File: src/rtl/axil_plic_pkg.sv
// Shared types and constants for the AXI4-Lite to PLIC BRAM-port bridge.
package axil_plic_pkg;

  localparam int unsigned DEF_ADDR_WIDTH = 22;
  localparam logic [1:0]  RESP_OKAY      = 2'b00;

  typedef enum logic [2:0] {
    IDLE,
    WR_EN,
    WR_RESP,
    RD_EN,
    RD_CAP,
    RD_RESP
  } state_t;

endpackage

File: src/rtl/axil_plic_bridge.sv
// AXI4-Lite slave that serialises reads and writes onto the PLIC BRAM control port.
// One transaction in flight; alternating priority when both channels are pending.
module axil_plic_bridge
  import axil_plic_pkg::*;
#(
  parameter int unsigned ADDR_WIDTH = DEF_ADDR_WIDTH,
  parameter int unsigned DATA_WIDTH = 32
) (
  input  logic                    clk,
  input  logic                    rstn,
  input  logic [ADDR_WIDTH-1:0]   s_awaddr,
  input  logic                    s_awvalid,
  output logic                    s_awready,
  input  logic [DATA_WIDTH-1:0]   s_wdata,
  input  logic [DATA_WIDTH/8-1:0] s_wstrb,
  input  logic                    s_wvalid,
  output logic                    s_wready,
  output logic [1:0]              s_bresp,
  output logic                    s_bvalid,
  input  logic                    s_bready,
  input  logic [ADDR_WIDTH-1:0]   s_araddr,
  input  logic                    s_arvalid,
  output logic                    s_arready,
  output logic [DATA_WIDTH-1:0]   s_rdata,
  output logic [1:0]              s_rresp,
  output logic                    s_rvalid,
  input  logic                    s_rready,
  output logic [ADDR_WIDTH-1:0]   bram_addr,
  output logic                    bram_en,
  output logic [DATA_WIDTH/8-1:0] bram_we,
  output logic [DATA_WIDTH-1:0]   bram_wrdata,
  input  logic [DATA_WIDTH-1:0]   bram_rddata
);

  localparam logic [ADDR_WIDTH-1:0] WORD_MASK = ~ADDR_WIDTH'(3);

  state_t state;
  logic   wr_first;
  logic   wr_pend;
  logic   grant_wr;
  logic   grant_rd;
  logic   idle_c;

  // Arbitration: the flag points at the channel that wins a tie.
  assign wr_pend  = s_awvalid && s_wvalid;
  assign grant_wr = wr_pend && (wr_first || !s_arvalid);
  assign grant_rd = s_arvalid && (!wr_pend || !wr_first);
  assign idle_c   = rstn && (state == IDLE);

  assign s_awready = idle_c && grant_wr;
  assign s_wready  = idle_c && grant_wr;
  assign s_arready = idle_c && grant_rd;
  assign s_bresp   = RESP_OKAY;
  assign s_rresp   = RESP_OKAY;

  // The BRAM output registers double as the request latches.
  always_ff @(posedge clk) begin
    if (!rstn) begin
      state       <= IDLE;
      wr_first    <= 1'b1;
      s_bvalid    <= 1'b0;
      s_rvalid    <= 1'b0;
      s_rdata     <= '0;
      bram_en     <= 1'b0;
      bram_we     <= '0;
      bram_addr   <= '0;
      bram_wrdata <= '0;
    end else begin
      case (state)
        IDLE: begin
          if (grant_wr) begin
            bram_en     <= 1'b1;
            bram_we     <= s_wstrb;
            bram_addr   <= s_awaddr & WORD_MASK;
            bram_wrdata <= s_wdata;
            wr_first    <= 1'b0;
            state       <= WR_EN;
          end else if (grant_rd) begin
            bram_en   <= 1'b1;
            bram_we   <= '0;
            bram_addr <= s_araddr & WORD_MASK;
            wr_first  <= 1'b1;
            state     <= RD_EN;
          end
        end
        WR_EN: begin
          bram_en  <= 1'b0;
          bram_we  <= '0;
          s_bvalid <= 1'b1;
          state    <= WR_RESP;
        end
        WR_RESP: begin
          if (s_bready) begin
            s_bvalid <= 1'b0;
            state    <= IDLE;
          end
        end
        RD_EN: begin
          bram_en <= 1'b0;
          state   <= RD_CAP;
        end
        RD_CAP: begin
          s_rdata  <= bram_rddata;
          s_rvalid <= 1'b1;
          state    <= RD_RESP;
        end
        RD_RESP: begin
          if (s_rready) begin
            s_rvalid <= 1'b0;
            state    <= IDLE;
          end
        end
        default: state <= IDLE;
      endcase
    end
  end

endmodule

File: config.mk
export PLATFORM = sky130hd
export DESIGN_NAME = axil_plic_bridge
export DESIGN_NICKNAME = d
export VERILOG_FILES = /design/src/rtl/axil_plic_pkg.sv /design/src/rtl/axil_plic_bridge.sv
export SDC_FILE = /design/constraint.sdc
export NUM_CORES = 1
export LEC_CHECK = 0
export ABC_CLOCK_PERIOD_IN_PS = 4200
export CELL_PAD_IN_SITES_DETAIL_PLACEMENT = 0
export CELL_PAD_IN_SITES_GLOBAL_PLACEMENT = 2
export CORE_MARGIN = 10
export CORE_UTILIZATION = 23
export CTS_BUF_LIST = sky130_fd_sc_hd__clkbuf_4 sky130_fd_sc_hd__clkbuf_8 sky130_fd_sc_hd__clkbuf_16
export DETAILED_ROUTE_END_ITERATION = 12
export HOLD_SLACK_MARGIN = 0.15
export PLACE_DENSITY = 0.94
export SLEW_MARGIN = 20
export SYNTH_ARGS = -nofsm -noshare
export SYNTH_HDL_FRONTEND = slang
export SYNTH_SLANG_ARGS = --single-unit
export TNS_END_PERCENT = 50
File: constraint.sdc
create_clock -name clk -period 4.2 [get_ports clk]
set_input_delay 0.84 -clock clk [delete_from_list [all_inputs] [get_ports clk]]
set_output_delay 0.84 -clock clk [all_outputs]
set_load 0.05 [all_outputs]
======== After elaboration in Yosys (flattened, before gate mapping) ========
Index checks and enable logic that the tools add are counted.
storage, ports and cells
  flip-flop bits (word level) ............. 97
  input bits .............................. 119
  output and inout port bits .............. 100
  word-level logic and storage cells ...... 60
cells by class
  eq/ne operators ......................... 8
  multiplexer cells ....................... 18
  reductions and logical operators ........ 25
operator list
  cell                  number
  $mux W22              2
  $pmux W3 S6           1
  $mux W3               4
  $reduce_and A2 Y1     6
  $reduce_bool A2 Y1    5
  $mux W4               2
  $pmux W4 S2           1
  $eq A3 B2 Y1 const B  2
  $eq A3 B3 Y1 const B  2
  $logic_and A1 B1 Y1   6
  $pmux W1 S2           3
  $mux W1               5
  $ne A2 B2 Y1 const B  2
  $eq A3 B1 Y1 const B  1
  $logic_not A1 Y1      3
  $logic_not A3 Y1      1
  $ne A3 B3 Y1 const B  1
  $reduce_and A3 Y1     1
  $logic_or A1 B1 Y1    2
  $reduce_or A2 Y1      1

======== Longest topological paths before layout ========
Gate-level depths: netlist of the first run.
  depth in word-level cells ............... 7
  depth in mapped cells ................... 7
  depth with buffers taken out ............ 3

======== Worst setup path before layout of the first run ========
OpenSTA, ideal clock, no wires.
  path type ............................... input port to output port
  start point ............................. in s_awvalid
  end point ............................... out s_wready
  arrival time ............................ 2.470 ns
  data required time ...................... 3.360 ns
  path slack .............................. 0.890 ns
  stages on the path ...................... 6
  path buffers ............................ 3
  path through ............................ and2_1 buf_2 buf_2 nand3_1 nor2_1 buf_4
between the ends
  cells in the longest elaborated chain, start to end .. 3
ends and longest elaborated chain
  what                 RTL line                text
  start, declared      axil_plic_bridge.sv:12  input logic s_awvalid,
  $logic_and A1 B1 Y1  axil_plic_bridge.sv:45  assign wr_pend = s_awvalid && s_wvalid;
  $logic_and A1 B1 Y1  axil_plic_bridge.sv:46  assign grant_wr = wr_pend && (wr_first || !s_arvalid);
  $logic_and A1 B1 Y1  -
  end, declared        axil_plic_bridge.sv:17  output logic s_wready,
Every way passes these cells.

======== Final worst setup path of the first run ========
  start point ............................. in s_awvalid
  end point ............................... out s_wready
between the ends
  cells in the longest elaborated chain, start to end .. 3
ends and longest elaborated chain
  what                 RTL line                text
  $logic_and A1 B1 Y1  axil_plic_bridge.sv:45
  $logic_and A1 B1 Y1  axil_plic_bridge.sv:46
  $logic_and A1 B1 Y1  axil_plic_bridge.sv:51  assign s_wready = idle_c && grant_wr;
Every way passes these cells.

==> results.json, run 1 <==
{
  "place.gp.congestion": 0.7022,
  "core_sq_um": 17900,
  "ir_drop_uv": 175.4,
  "post_cts_buffers": 0,
  "fin_skew_ps": 6.794,
  "yosys_most_used_dff": "dfxtp_1",
  "ctsResizeCount": 0,
  "maxSlewViolCount": 0,
  "cts_hold_buf": 0,
  "period_needed_ps": 3060,
  "layout_commonest_cell": "clkdlybuf4s50_1",
  "cts_buffers": 9,
  "via_count": 4342,
  "place_area_sq_um": 6330,
  "p_leak_nw": 2.143,
  "htree_levels": 3,
  "die_w_um": 154.8,
  "synth_top_family_by_area": "compound AO/OA/AOI/OAI gates",
  "switchingPower_mw": 0.9651,
  "synth_seq_cells": 95,
  "insertion_delay_ps": 340,
  "p_per_area_nw_per_um2": 415.6,
  "tns_ps": 0,
  "cp.required_ps": 3360,
  "drc": 0,
  "utilization_pct": 37.11,
  "p_comb_share_pct": 31.3,
  "pwr-share-clk_pct": 31.5,
  "placed_cells": 873,
  "rsz0062_at_grt": "false",
  "worstMarginPinSlew_ps": 995.9,
  "synth_mux_area_share_pct": 0,
  "final_cell_mix": "205 x clkdlybuf4s50_1, 95 x dfxtp_1, 86 x a21oi_1",
  "crit_fanout": 5,
  "crit_path_end_kind": "output port",
  "worst-setup-path-type": "in2out",
  "critPathSlowestCell": "clkdlybuf4s50_1",
  "synth-compound-area-share_pct": 28.93,
  "ios": 219,
  "die-area_sq_um": 23960,
  "hold_depth": 2,
  "p_sw_share_pct": 34.95,
  "syn_inst": 484,
  "final_nets": 774,
  "grt_max_degree": 87,
  "maxCapViolCount": 0,
  "crit_path_start_kind": "input port",
  "cts_tree": "yes",
  "synth_cell_types": 37,
  "critPathArrivalTime_ps": 2220,
  "async_flop_share_pct": 0,
  "pwr-share-seq_pct": 37.2,
  "drtIter0Drc": 192,
  "clock_path_buffers": 2,
  "die_h_um": 154.8,
  "internal-power_mw": 1.796,
  "clock_sinks": 95,
  "placementRows": 49,
  "dr.pass1.iters": 4,
  "clockRootBuffer": "clkbuf_16",
  "diodes": 0,
  "grt_usage_pct": 12.87,
  "fillers": 1861,
  "antenna_found_initial": 0,
  "setup_viol": 0,
  "slowest_delay_ps": 520,
  "fmax_mhz": 326.7,
  "postRouteAntennaNets": 0,
  "slew_headroom_pct": 33.61,
  "path_clk_slew_ps": 60,
  "yosys_warnings": 0,
  "grt_pass1_vias": 4311,
  "start_util_pct": 23.34,
  "synth-edff-count": 0,
  "wire_per_inst_um": 18.31,
  "final_cells": 889,
  "yosysSeqAreaShare_pct": 45.52,
  "crit_chain": "clkdlybuf4s50_1 -> and2_2 -> nand3_1 -> nor2_1 -> buf_4",
  "routed_via_density": 4.884,
  "reg2reg_depth": 4,
  "drive_gt1_share_pct": 10.15,
  "hp-class": "reg2reg",
  "gr-total-overflow": 0,
  "port_buffers": 208,
  "outcome": "completed",
  "period_share_pct": 72.87,
  "synth_fa_ha_area_share_pct": 0,
  "grt_pass1_wl_mm": 24.87,
  "final_area_sq_um": 6644,
  "hold_viol": 0,
  "wl_mm": 16.28,
  "netlist_area_sq_um": 4178,
  "whs_ps": 453.7,
  "synth_xor_area_share_pct": 0,
  "avgSynthCellArea_sq_um": 8.632,
  "synthSimpleGateAreaFrac_pct": 17.07,
  "dp_hpwl_mm": 10.92,
  "syn_to_final_growth_pct": 59.03
}
[layer usage]
layer	wire length, um	track usage [%]	part of all wire (%)	vias to the layer above
met2	7072	19.54	43	178
met4	153	2.969	0.94	0
met5	0	0	0	-
met1	7448	16.27	46	2061
li1	-	-	-	2088
met3	1602	5.824	9.8	15
[through the flow]
stage	setup WS (ps)	total power, mW
after global placement	1117	1.918
after CTS	1112	2.811
final	1140	2.761
after floorplan	890.4	1.612
after detailed placement	1121	1.919
after global routing	1021	2.902
[Yosys cell counts, types with 2 or more instances]
cell,instances,area share [%]
a21oi_1,86,10
a311oi_1,20,4.2
and2_1,2,0.30
buf_1,3,0.27
buf_2,25,3.0
buf_4,8,1.4
buf_6,6,1.6
clkbuf_1,21,1.9
dfxtp_1,95,46
inv_2,2,0.18
nand2_1,75,6.7
nand2b_1,3,0.45
nand3_1,21,2.5
nand4_1,32,4.8
nor2_1,5,0.45
nor2b_1,3,0.45
o21a_1,2,0.36
o21ai_0,21,2.5
o21ai_1,2,0.24
o22ai_1,4,0.60
o31ai_1,5,0.90
o31ai_2,28,8.4
[logic make-up after synthesis]
logic type             Yosys count
DFF                             95
AOI/OAI and AO/OA              175
other                            1
buffers and inverters           65
and+or+nand+nor                148
[power groups by stage]
stage | registers, mW | logic, mW | clock network, mW
finish | 1.03 | 0.865 | 0.869
global route | 1.04 | 0.922 | 0.943
CTS | 1.03 | 0.874 | 0.910
detailed placement | 1.05 | 0.872 | 0
global placement | 1.04 | 0.875 | 0
floorplan | 1.27 | 0.344 | 0
[final cells by class]
class,instances,area [sq um],area share (%)
Tap cell,229,286.5,4.313
Sequential cell,95,1902,28.63
Inverter,2,7.507,0.1130
Timing Repair Buffer,218,2162,32.54
Clock buffer,14,275.3,4.143
Clock inverter,2,38.79,0.5838
Multi-Input combinational cell,329,1972,29.68
[final timing paths]
path                                     end               startpoint  slack (ps)
setup / recovery                    s_wready                s_awvalid        1140
hold / removal       s_rdata[8]$_SDFFE_PN0P_  s_rdata[8]$_SDFFE_PN0P_         450
setup reg to reg  bram_addr[14]$_SDFFE_PN0P_    state[0]$_SDFFE_PN0P_        1770
hold reg to reg      s_rdata[8]$_SDFFE_PN0P_  s_rdata[8]$_SDFFE_PN0P_         450
[sequential cells by signal, indices dropped and copies added, names as in the netlist]
register,cells
bram_wrdata,32
bram_addr,20
s_rvalid,1
wr_first,1
bram_en,1
bram_we,4
s_bvalid,1
state,3
s_rdata,32
[worst max-delay path: cells and delay by family]
family / cells / cell delay [ps]
buffers and inverters: 2 / 760
and+or+nand+nor: 3 / 620
(Power assumes the default switching activity.)
==> inputs of run 2 (changes only) <==
--- a/config.mk
+++ b/config.mk
@@ -5,15 +5,15 @@
 export SDC_FILE = /design/constraint.sdc
 export NUM_CORES = 1
 export LEC_CHECK = 0
-export ABC_CLOCK_PERIOD_IN_PS = 4200
+export ABC_CLOCK_PERIOD_IN_PS = 3210
 export CELL_PAD_IN_SITES_DETAIL_PLACEMENT = 0
 export CELL_PAD_IN_SITES_GLOBAL_PLACEMENT = 2
 export CORE_MARGIN = 10
-export CORE_UTILIZATION = 23
+export CORE_UTILIZATION = 21
 export CTS_BUF_LIST = sky130_fd_sc_hd__clkbuf_4 sky130_fd_sc_hd__clkbuf_8 sky130_fd_sc_hd__clkbuf_16
 export DETAILED_ROUTE_END_ITERATION = 12
 export HOLD_SLACK_MARGIN = 0.15
-export PLACE_DENSITY = 0.94
+export PLACE_DENSITY = 0.88
 export SLEW_MARGIN = 20
 export SYNTH_ARGS = -nofsm -noshare
 export SYNTH_HDL_FRONTEND = slang
==> constraint.sdc (replaced) <==
create_clock -name clk -period 3.21 [get_ports clk]
set_input_delay 0.642 -clock clk [delete_from_list [all_inputs] [get_ports clk]]
set_output_delay 0.642 -clock clk [all_outputs]
set_load 0.05 [all_outputs]
==> run 2 against run 1 <==
Combinational power grew 32%. First-iteration DRC count rose by 26%. Sequential power increased by 30%. Core utilization down 2.7 points. Count of clock-buffer cells in the layout did not move. Worst setup slack got worse by 640 ps. Critical path depth did not move. Global-route usage shrank 0.89 points. Via count is 1.5% lower. Largest power group unchanged.
==> results.json, run 2 (synthesis gave the netlist of run 1 again) <==
{
  "outcome": "completed",
  "p_total_mw": 3.574,
  "core_sq_um": 19530,
  "ir_drop_uv": 219.6,
  "crit_fanout": 23,
  "via_count": 4276,
  "die_h_um": 161.0,
  "drtIter0Drc": 242,
  "period_needed_ps": 2715,
  "die-area_sq_um": 25940,
  "routed_via_density": 4.603,
  "clock_sinks": 95,
  "cp.required_ps": 2570,
  "reg_top3": "bram_wrdata: 32 flops, s_rdata: 32 flops, bram_addr: 20 flops",
  "ctsResizeCount": 0,
  "diodes": 0,
  "antenna_found_initial": 0,
  "cts_hold_buf": 0,
  "dp_hpwl_mm": 11.34,
  "tns_ps": 0,
  "hold_viol": 0,
  "period_share_pct": 84.57,
  "crit_path_start_kind": "input port",
  "syn_to_final_growth_pct": 60.68,
  "clockRootBuffer": "clkbuf_16",
  "reg2reg_slack_ps": 1180,
  "placementRows": 51,
  "worstMarginPinSlew_ps": 993.3,
  "wl_mm": 16.61,
  "place.gp.congestion": 0.7200,
  "fin_skew_ps": 7.874,
  "grt_pass1_wl_mm": 24.98,
  "path_clk_slew_ps": 70,
  "cts_tree": "yes",
  "gr-total-overflow": 0,
  "die_w_um": 161.0,
  "multi_input_area_sq_um": 1972,
  "setup_viol": 0,
  "rsz0062_at_grt": "false",
  "slew_headroom_pct": 33.78,
  "grt_pass1_vias": 4292,
  "drc": 0,
  "drive_gt1_share_pct": 10.69,
  "p_leak_nw": 2.158,
  "fillers": 2106,
  "hp-class": "reg2reg",
  "clock_path_buffers": 2,
  "ios": 219,
  "crit_path_end_kind": "output port",
  "placed_cells": 913,
  "cts_buffers": 9,
  "port_buffers": 208,
  "dr.pass1.iters": 6,
  "final_nets": 778,
  "worst-setup-path-type": "in2out",
  "fmax_mhz": 368.4,
  "final_cell_mix": "205 x clkdlybuf4s50_1, 95 x dfxtp_1, 86 x a21oi_1",
  "final_cells": 929,
  "seqCellArea_sq_um": 1902,
  "utilization_pct": 34.38,
  "post_cts_buffers": 0,
  "postRouteAntennaNets": 0,
  "critPathArrivalTime_ps": 2070,
  "htree_levels": 3,
  "grt_max_degree": 87,
  "insertion_delay_ps": 350,
  "start_util_pct": 21.40,
  "wire_per_inst_um": 17.88,
  "grt_usage_pct": 11.98,
  "layout_commonest_cell": "clkdlybuf4s50_1",
  "maxSlewViolCount": 0,
  "maxCapViolCount": 0,
  "p_per_area_nw_per_um2": 532.5
}
[run 2: cell count changes in the layout (fill, tap and decap cells not counted), sizes merged]
cell,change
buf,+4
clkinv,+1
bufinv,-1
[run 2: stage by stage]
stage / hold WS, ps / area, sq um / worst slack (ps)
2_1_floorplan: 522.4 / 4197 / 296.4
3_3_place_gp: 441.6 / 6417 / 533.3
3_5_place_dp: 446.3 / 6417 / 478.3
4_1_cts: 456.3 / 6713 / 478.3
5_1_grt: 477.8 / 6713 / 440.2
6_report: 452.9 / 6713 / 495.3
[run 2: worst max-delay path: stages]
cell and delay (ps):
clkdlybuf4s50_1 450, and2_2 230, buf_4 230, a211oi_2 340, buf_12 180
[run 2: per-layer routing]
layer  GRT usage [%]  up-vias  wire length (um)
li1                -     2100                 -
met1           15.21     1995              7702
met2           18.25      166              7319
met3           4.703       15              1370
met4           3.722        0               213
met5               0        -                 0
[run 2: area by class of cell]
class                   instances  area share (%)
clock buffers                  14           4.194
clock inverters                 2          0.2050
inverters                       2          0.1118
multi-input cells             329           29.38
flip-flops and latches         95           28.33
well taps                     265           4.939
repair buffers                222           32.84
[run 2: path summary, 6_finish.rpt]
kind | from | endpoint | cells after the start
setup reg to reg | state[0]$_SDFFE_PN0P_ | bram_addr[18]$_SDFFE_PN0P_ | 5
setup / recovery | s_awvalid | s_arready | 5
hold reg to reg | s_rdata[3]$_SDFFE_PN0P_ | s_rdata[3]$_SDFFE_PN0P_ | 2
hold / removal | s_rdata[3]$_SDFFE_PN0P_ | s_rdata[3]$_SDFFE_PN0P_ | 2
[run 2: power breakdown]
group | total [mW] | internal, mW | switching (mW) | leakage [nW]
clock network | 1.09 | 0.608 | 0.482 | 0.150
logic | 1.14 | 0.408 | 0.733 | 1.23
registers | 1.34 | 1.28 | 0.0684 | 0.774
total | 3.57 | 2.29 | 1.28 | 2.16
==> inputs of run 3 (changes only) <==
--- a/config.mk
+++ b/config.mk
@@ -5,7 +5,7 @@
 export SDC_FILE = /design/constraint.sdc
 export NUM_CORES = 1
 export LEC_CHECK = 0
-export ABC_CLOCK_PERIOD_IN_PS = 3210
+export ABC_CLOCK_PERIOD_IN_PS = 2600
 export CELL_PAD_IN_SITES_DETAIL_PLACEMENT = 0
 export CELL_PAD_IN_SITES_GLOBAL_PLACEMENT = 2
 export CORE_MARGIN = 10
==> constraint.sdc (replaced) <==
create_clock -name clk -period 2.6 [get_ports clk]
set_input_delay 0.52 -clock clk [delete_from_list [all_inputs] [get_ports clk]]
set_output_delay 0.52 -clock clk [all_outputs]
set_load 0.05 [all_outputs]
==> run 3 against run 2 <==
Global-route usage is 0.25 points higher. Register-to-register slack got worse by 710 ps. Combinational power is 25% higher. Largest power group unchanged. Wire length rose by 0.11%. Sequential power increased by 24%. Sequential cell count stayed put. Worst setup slack got worse by 250 ps. Hold slack is essentially flat. Count of clock-buffer cells in the layout is 4 lower.
==> results.json, run 3 (synthesis gave the netlist of run 1 again) <==
{
  "slew_headroom_pct": 41.66,
  "fin_skew_ps": 6.379,
  "multi_input_area_sq_um": 1974,
  "rsz0062_at_grt": "false",
  "crit_fanout": 12,
  "final_nets": 781,
  "drc": 0,
  "hold_viol": 0,
  "ir_drop_uv": 263.3,
  "drive_gt1_share_pct": 11.11,
  "outcome": "completed",
  "routed_via_density": 4.615,
  "crit_path_end_kind": "output port",
  "critPathArrivalTime_ps": 1840,
  "placed_cells": 916,
  "ctsResizeCount": 0,
  "grt_usage_pct": 12.23,
  "p_per_area_nw_per_um2": 656.1,
  "maxSlewViolCount": 0,
  "final_cell_mix": "205 x clkdlybuf4s50_1, 95 x dfxtp_1, 86 x a21oi_1",
  "tns_ps": 0,
  "die_h_um": 161.0,
  "fillers": 2085,
  "final_cells": 931,
  "insertion_delay_ps": 340,
  "path_buf_inv": 1,
  "cp.required_ps": 2080,
  "hold_start": "s_rdata[25]$_SDFFE_PN0P_",
  "dr.pass1.iters": 4,
  "grt_pass1_vias": 4287,
  "hold-path-endpoint": "s_rdata[25]$_SDFFE_PN0P_",
  "dp_hpwl_mm": 11.52,
  "fmax_mhz": 423.9,
  "ios": 219,
  "cts_buffers": 9,
  "drtIter0Drc": 184,
  "wire_per_inst_um": 17.86,
  "grt_pass1_wl_mm": 25.42,
  "clockRootBuffer": "clkbuf_16",
  "worst-setup-path-type": "reg2out",
  "clock_sinks": 95,
  "cts_hold_buf": 0,
  "worstMarginPinSlew_ps": 875.2,
  "diodes": 0,
  "hold_depth": 2,
  "maxCapViolCount": 0,
  "path_delay_family": "simple AND/OR/NAND/NOR gates",
  "die-area_sq_um": 25940,
  "core_sq_um": 19530,
  "critPathSlowestCell": "or3_2",
  "gr-total-overflow": 0,
  "hp-class": "reg2reg",
  "htree_levels": 3,
  "syn_to_final_growth_pct": 61.93,
  "rr_startpoint": "state[0]$_SDFFE_PN0P_",
  "path_clk_slew_ps": 70,
  "setup_viol": 0,
  "reg2reg_depth": 4,
  "cts_tree": "yes",
  "post_cts_buffers": 0,
  "period_needed_ps": 2359,
  "crit-reg2reg-capture": "bram_addr[16]$_SDFFE_PN0P_",
  "wl_mm": 16.62,
  "final_area_sq_um": 6765,
  "slowest_delay_ps": 550,
  "crit_chain": "or3_2 -> a211oi_2 -> buf_12",
  "period_share_pct": 90.74,
  "layout_commonest_cell": "clkdlybuf4s50_1",
  "reg2reg_slack_ps": 470,
  "port_buffers": 208,
  "crit_path_start_kind": "register",
  "start_util_pct": 21.40,
  "postRouteAntennaNets": 0,
  "seqCellArea_sq_um": 1902,
  "grt_max_degree": 87,
  "place.gp.congestion": 0.7331,
  "placementRows": 51,
  "die_w_um": 161.0,
  "reg_top3": "bram_wrdata: 32 flops, s_rdata: 32 flops, bram_addr: 20 flops",
  "place_area_sq_um": 6467,
  "p_leak_nw": 2.174,
  "via_count": 4297,
  "antenna_found_initial": 0,
  "clock_path_buffers": 2
}
[run 3: cell count changes in the layout (fill, tap and decap cells not counted)]
cell / delta
nor2_1: -1
buf_12: +2
nor2_2: +1
clkbuf_4: -2
clkbuf_8: -2
buf_4: +1
clkinvlp_4: +2
bufinv_16: +1
[run 3: per-stage QoR]
| step | power (mW) | setup slack (ps) | util (%) | hold WS (ps) |
|---|---|---|---|---|
| floorplan | 2.605 | 187.5 | - | 522.4 |
| global placement | 3.135 | 325.2 | 33.12 | 442.2 |
| detailed placement | 3.132 | 344.2 | 33.12 | 446.5 |
| CTS | 4.524 | 214.8 | 34.65 | 455.4 |
| global route | 4.664 | 162.3 | 34.65 | 471.0 |
| finish | 4.439 | 240.7 | 34.65 | 453.1 |
[run 3: tightest hold or removal path, cell delays in order (launching register included)]
cell     delay, ps
dfxtp_1        310
nand2_1         50
a21oi_1         50
[run 3: routing by layer]
metal  GRT usage, %  vias to the layer above  wire length (um)
met5              0                        -                 0
met2          18.68                      167              7299
met3          4.804                       15              1352
met1          15.46                     2008              7730
li1               -                     2107                 -
met4          3.888                        0               242
[run 3: worst max path at each step]
| stage | startpoint | to | slack [ps] | cells past startpoint |
|---|---|---|---|---|
| finish | state[0]$_SDFFE_PN0P_ | s_arready | 240 | 3 |
| global route | state[0]$_SDFFE_PN0P_ | s_arready | 160 | 3 |
| CTS | state[0]$_SDFFE_PN0P_ | s_arready | 210 | 3 |
| detailed placement | s_arvalid | bram_addr[6]$_SDFFE_PN0P_ | 340 | 4 |
| global placement | s_arvalid | bram_addr[4]$_SDFFE_PN0P_ | 330 | 4 |
| floorplan | s_awvalid | s_wready | 190 | 6 |
[run 3: where the power goes]
| group | switching [mW] | internal [mW] | total (mW) | leakage (nW) |
|---|---|---|---|---|
| Combinational | 0.912 | 0.513 | 1.43 | 1.26 |
| Clock | 0.588 | 0.767 | 1.35 | 0.141 |
| Sequential | 0.0846 | 1.57 | 1.66 | 0.774 |
[run 3: area by class of cell]
type	count	share of cell area [%]
flip-flops and latches	95	28.11
inverters	2	0.1110
repair buffers	225	33.29
clock buffers	10	3.532
well taps	265	4.901
multi-input cells	329	29.18
clock inverters	5	0.8692
==> RTL edit 1 (settings of run 3) <==
Change the package constant `DEF_ADDR_WIDTH` from 22 to 20.
--- a/src/rtl/axil_plic_pkg.sv
+++ b/src/rtl/axil_plic_pkg.sv
@@ -1,7 +1,7 @@
 // Shared types and constants for the AXI4-Lite to PLIC BRAM-port bridge.
 package axil_plic_pkg;
 
-  localparam int unsigned DEF_ADDR_WIDTH = 22;
+  localparam int unsigned DEF_ADDR_WIDTH = 20;
   localparam logic [1:0]  RESP_OKAY      = 2'b00;
 
   typedef enum logic [2:0] {
Ports: changed (resized bram_addr, s_araddr and s_awaddr); port bits go from 219 to 213. The function was not compared with the original's and may differ.
==> RTL edit 1 against run 3 <==
- power decreased by 4.2%
- final area decreased by 2.1%
- synthesized area decreased by 2.0%
- first-iteration DRC count increased by 20%
- sequential cell count decreased by 2
- non-clock buffer count decreased by 7
- combinational power decreased by 4%
- worst setup slack improved by 0.055 ns
- wire length decreased by 2.9%
- register-to-register slack improved by 0.20 ns
- largest cell class unchanged
==> RTL edit 1: results (changes against run 3) <==
Outcome
  • Status: finished clean

Finish
  • Share of post-route cells with drive strength above 1: 11.1% (-0.017 points)
  • Post-route insts no fill: 914 (-1.8%)
  • Largest regs: bram_wrdata (32), s_rdata (32), bram_addr (18)
  • Layout Nets: 760 (-2.7%)

Logic synthesis
  • Yosys cell types: 36 (-2.7%)
  • Synth cell count leaders: 93 x dfxtp_1, 84 x a21oi_1, 75 x nand2_1
  • Synth Area in Compound Gates: 28.6% (-0.33 points)
  • Synth area leaders: dfxtp_1 45%, a21oi_1 10%, o31ai_2 8.6%

Drt
  • DR iter-0 viols: 220 (+20%)
  • Routed WL: 16100 microns (-2.9%)
  • WL met2: 7160 microns (-1.9%)

GRT
  • Met3 usage: 4.68% (-0.13 points)
  • Largest net degree at the start of global routing: 85 (-2.3%)
  • GR Util All Layers: 12.0% (-0.19 points)

Power and ir drop
  • Clk pwr share: 29.6% (-0.9 points)
  • Pleak: 2.12 nW (-2.4%)
  • Switching portion of total power: 35.5% (-0.20 points)
  • Comb group: 1.37 mW (-4%)
  • Tot Pwr: 4.25 mW (-4.2%)

Place
  • Gp weighted congestion: 0.708 (-3.4%)
  • I/O Buffers: 202 (-2.9%)
  • Total placed cells including tap cells: 899 (-1.9%)
  • Detailed Place HPWL: 11100 microns (-4.0%)

Worst setup path
  • Worst Path Max Fanout: 3 (-9)
  • Worst reg2reg setup slack: 0.67 ns (+0.20 ns)
  • Critical Path End: s_awready
  • Data arrival time of the critical path: 1.78 ns (-0.06 ns)
  • Slowest CP cell: clkdlybuf4s50_1
  • Capture point of the worst reg-to-reg path: bram_addr[11]
  • Reg2reg path depth: 5 (+1)

Timing
  • Post-route clock skew: 0.00943 ns (+0.00305 ns)

Hold path
  • Hold Path Sink: s_rdata[21]
-- RTL edit 1: changes by cell type after synthesis, moves of 2 or more --
cell      before  now
o21ai_1        2    0
clkbuf_1      21   28
a21oi_1       86   84
inv_2          2    0
nand3_1       21   19
buf_2         25   17
inv_1          0    2
a311oi_1      20   18
dfxtp_1       95   93
-- RTL edit 1: per-stage QoR --
stage                     util (%)  setup slack, ns  hold slack, ns
after CTS                     34.3            0.272           0.455
after floorplan                  -           0.0647           0.527
after detailed placement      32.8            0.272           0.445
after global placement        32.8            0.298           0.441
after global routing          34.3            0.227           0.470
final                         34.3            0.295           0.451
-- RTL edit 1: area by class of cell --
| class | instances | area [sq um] |
|---|---|---|
| clock buffers | 12 | 260 |
| clock inverters | 3 | 21.3 |
| fillers | 2038 | 12700 |
| inverters | 2 | 7.51 |
| multi-input cells | 321 | 1930 |
| flip-flops and latches | 93 | 1860 |
| well taps | 265 | 332 |
| repair buffers | 218 | 2210 |
==> RTL edit 2 (flow settings as in run 3) <==
Made on the original files. Reset style: asynchronous (`rstn`), changed in one clocked block.
--- a/src/rtl/axil_plic_bridge.sv
+++ b/src/rtl/axil_plic_bridge.sv
@@ -54,7 +54,7 @@
   assign s_rresp   = RESP_OKAY;
 
   // The BRAM output registers double as the request latches.
-  always_ff @(posedge clk) begin
+  always_ff @(posedge clk or negedge rstn) begin
     if (!rstn) begin
       state       <= IDLE;
       wr_first    <= 1'b1;
Function: differs if rstn is asserted again (counterexample within 4 cycles, from zero or initial values and one cycle with rstn low); with rstn held inactive, the same outputs for 10 cycles.
==> RTL edit 2 against run 3 <==
- register-to-register slack improved by 0.17 ns
- maximum frequency decreased by 2.4%
- non-clock buffer count decreased by 6
- global-route usage is 0.91 points lower
- wire length down 13%
- sequential cell count stayed put
- final area shrank 2.3%
- synthesized area is 3.7% lower
- worst setup slack lost 0.057 ns
- synthesized cell count fell by 36%
- critical endpoint is now s_wready
Power is not compared: it rests on default switching activity, and its combinational part moved more than twofold at a synthesized area within 25%.
==> RTL edit 2: results (changes against run 3) <==
GRT
  • GR Util All Layers: 11.3% (-0.91 points)
  • Initial antenna violation count: 0 (unchanged)
  • Global-route wire length before repair: 21700 microns (-14%)
  • Vias in the first global route: 3688 (-14%)
  • Largest net degree at the start of global routing: 72 (-17%)

Timing
  • Slew at the pin with the worst max-slew slack: 0.913 ns (+0.0376 ns)
  • Final worst slack: 0.184 ns (-0.0570 ns)
  • Post-route clock skew: 0.00658 ns (+0.000197 ns)
  • Final hold slack: 0.225 ns (-0.228 ns)
  • Setup TNS: 0 ns (unchanged)

Finish
  • Largest regs: bram_wrdata (32), s_rdata (32), bram_addr (20)
  • Layout Nets: 634 (-19%)
  • N_diodes: 0 (unchanged)
  • Share of post-route cells with drive strength above 1: 16.5% (+5.4 points)

Clock tree
  • H-tree depth: 3 (unchanged)
  • Clock transition at path regs: 0.06 ns
  • Clock buffer depth: 2 (unchanged)
  • Post-CTS Setup Inserts: 0 (unchanged)
  • CTS buffer count: 9 (unchanged)
  • Clk_lat worst skew: 0.34 ns (about the same)
  • CTS Root Cell: clkbuf_16
  • Post_cts resized: 0 (unchanged)

Worst setup path
  • Capture point of the worst reg-to-reg path: bram_wrdata[6]
  • Data arrival time of the critical path: 1.90 ns (+0.06 ns)
  • Reg2reg path depth: 4 (unchanged)
  • Critical Path Start: s_awvalid
  • Worst Path Max Fanout: 3 (-9)
  • Worst R2R Start: state[0]
  • Worst reg2reg setup slack: 0.64 ns (+0.17 ns)

Place
  • Detailed Place HPWL: 11200 microns (-2.9%)
  • I/O Buffers: 208 (unchanged)
  • Gp weighted congestion: 0.716 (-2.4%)
  • Total placed cells including tap cells: 738 (-19%)
  • Pre-CTS worst setup slack: 0.224 ns (-0.120 ns)
  • Dpl cell area: 0.00633 sq mm (-2.2%)

Logic synthesis
  • Synth area leaders: dfrtp_1 58%, mux2_2 11%, mux2_4 3.7%
  • Yosys cell types: 31 (-16%)
  • Async SR Flop Fraction: 100% (+100 points)
  • YS warnings: 0 (unchanged)
  • Syn avg cell area: 13.0 sq um (+50%)
  • Seq/Total Area, Yosys: 59.1% (+14 points)
  • Synth cell count leaders: 94 x dfrtp_1, 41 x mux2_2, 25 x a21oi_1
  • Main synth FF type: dfrtp_1

Drt
  • DR WL/cell: 19.2 microns (+7.4%)
  • Detailed Routing Iterations Pass 1: 4 (unchanged)
  • Vias per cell: 4.32 (-6.4%)
  • DR iter-0 viols: 124 (-33%)
  • Routed WL: 14500 microns (-13%)

Hold path
  • HP Class: input port to async pin

Outcome
  • Status: finished clean

Power and ir drop
  • Pleak: 2.66 nW
  • VDD IR-drop max: 0.502 mV
-- RTL edit 2: routing by layer --
| layer | vias up | GRT usage [%] | wire [microns] |
|---|---|---|---|
| met2 | 130 | 20.5 | 7590 |
| met4 | 0 | 4.46 | 206 |
| met1 | 1603 | 12.2 | 5640 |
| met5 | - | 0 | 0 |
| li1 | 1514 | - | - |
| met3 | 12 | 3.08 | 1020 |
-- RTL edit 2: critical path: stages --
cell and delay [ns]:
clkdlybuf4s50_1 0.51, and2_1 0.19, and3_4 0.19, and2_1 0.30, buf_12 0.18
-- RTL edit 2: worst max-delay path by stage --
stage	endpoint
floorplan	s_wready
global placement	s_wready
detailed placement	s_wready
CTS	s_wready
global route	s_wready
finish	s_wready
-- RTL edit 2: kinds of logic after synthesis --
group | Yosys count | synth area share, %
other | 1 | 0.0932
AO/OA/AOI/OAI | 76 | 10.8
flip-flops | 95 | 59.1
AND/OR/NAND/NOR | 43 | 6.03
multiplexers | 64 | 18.8
buffers and inverters | 31 | 5.16
-- RTL edit 2: power breakdown --
group | internal [mW] | switching (mW)
sequential | 2.22 | 0.432
combinational | 2.06 | 3.61
clock | 0.720 | 0.549
-- RTL edit 2: layout make-up --
class / instances / area, sq um
flip-flops and latches: 95 / 2380
clock inverters: 3 / 17.5
multi-input cells: 189 / 1460
repair buffers: 219 / 2190
well taps: 234 / 293
inverters: 1 / 3.75
clock buffers: 13 / 268
fillers: 1858 / 12200
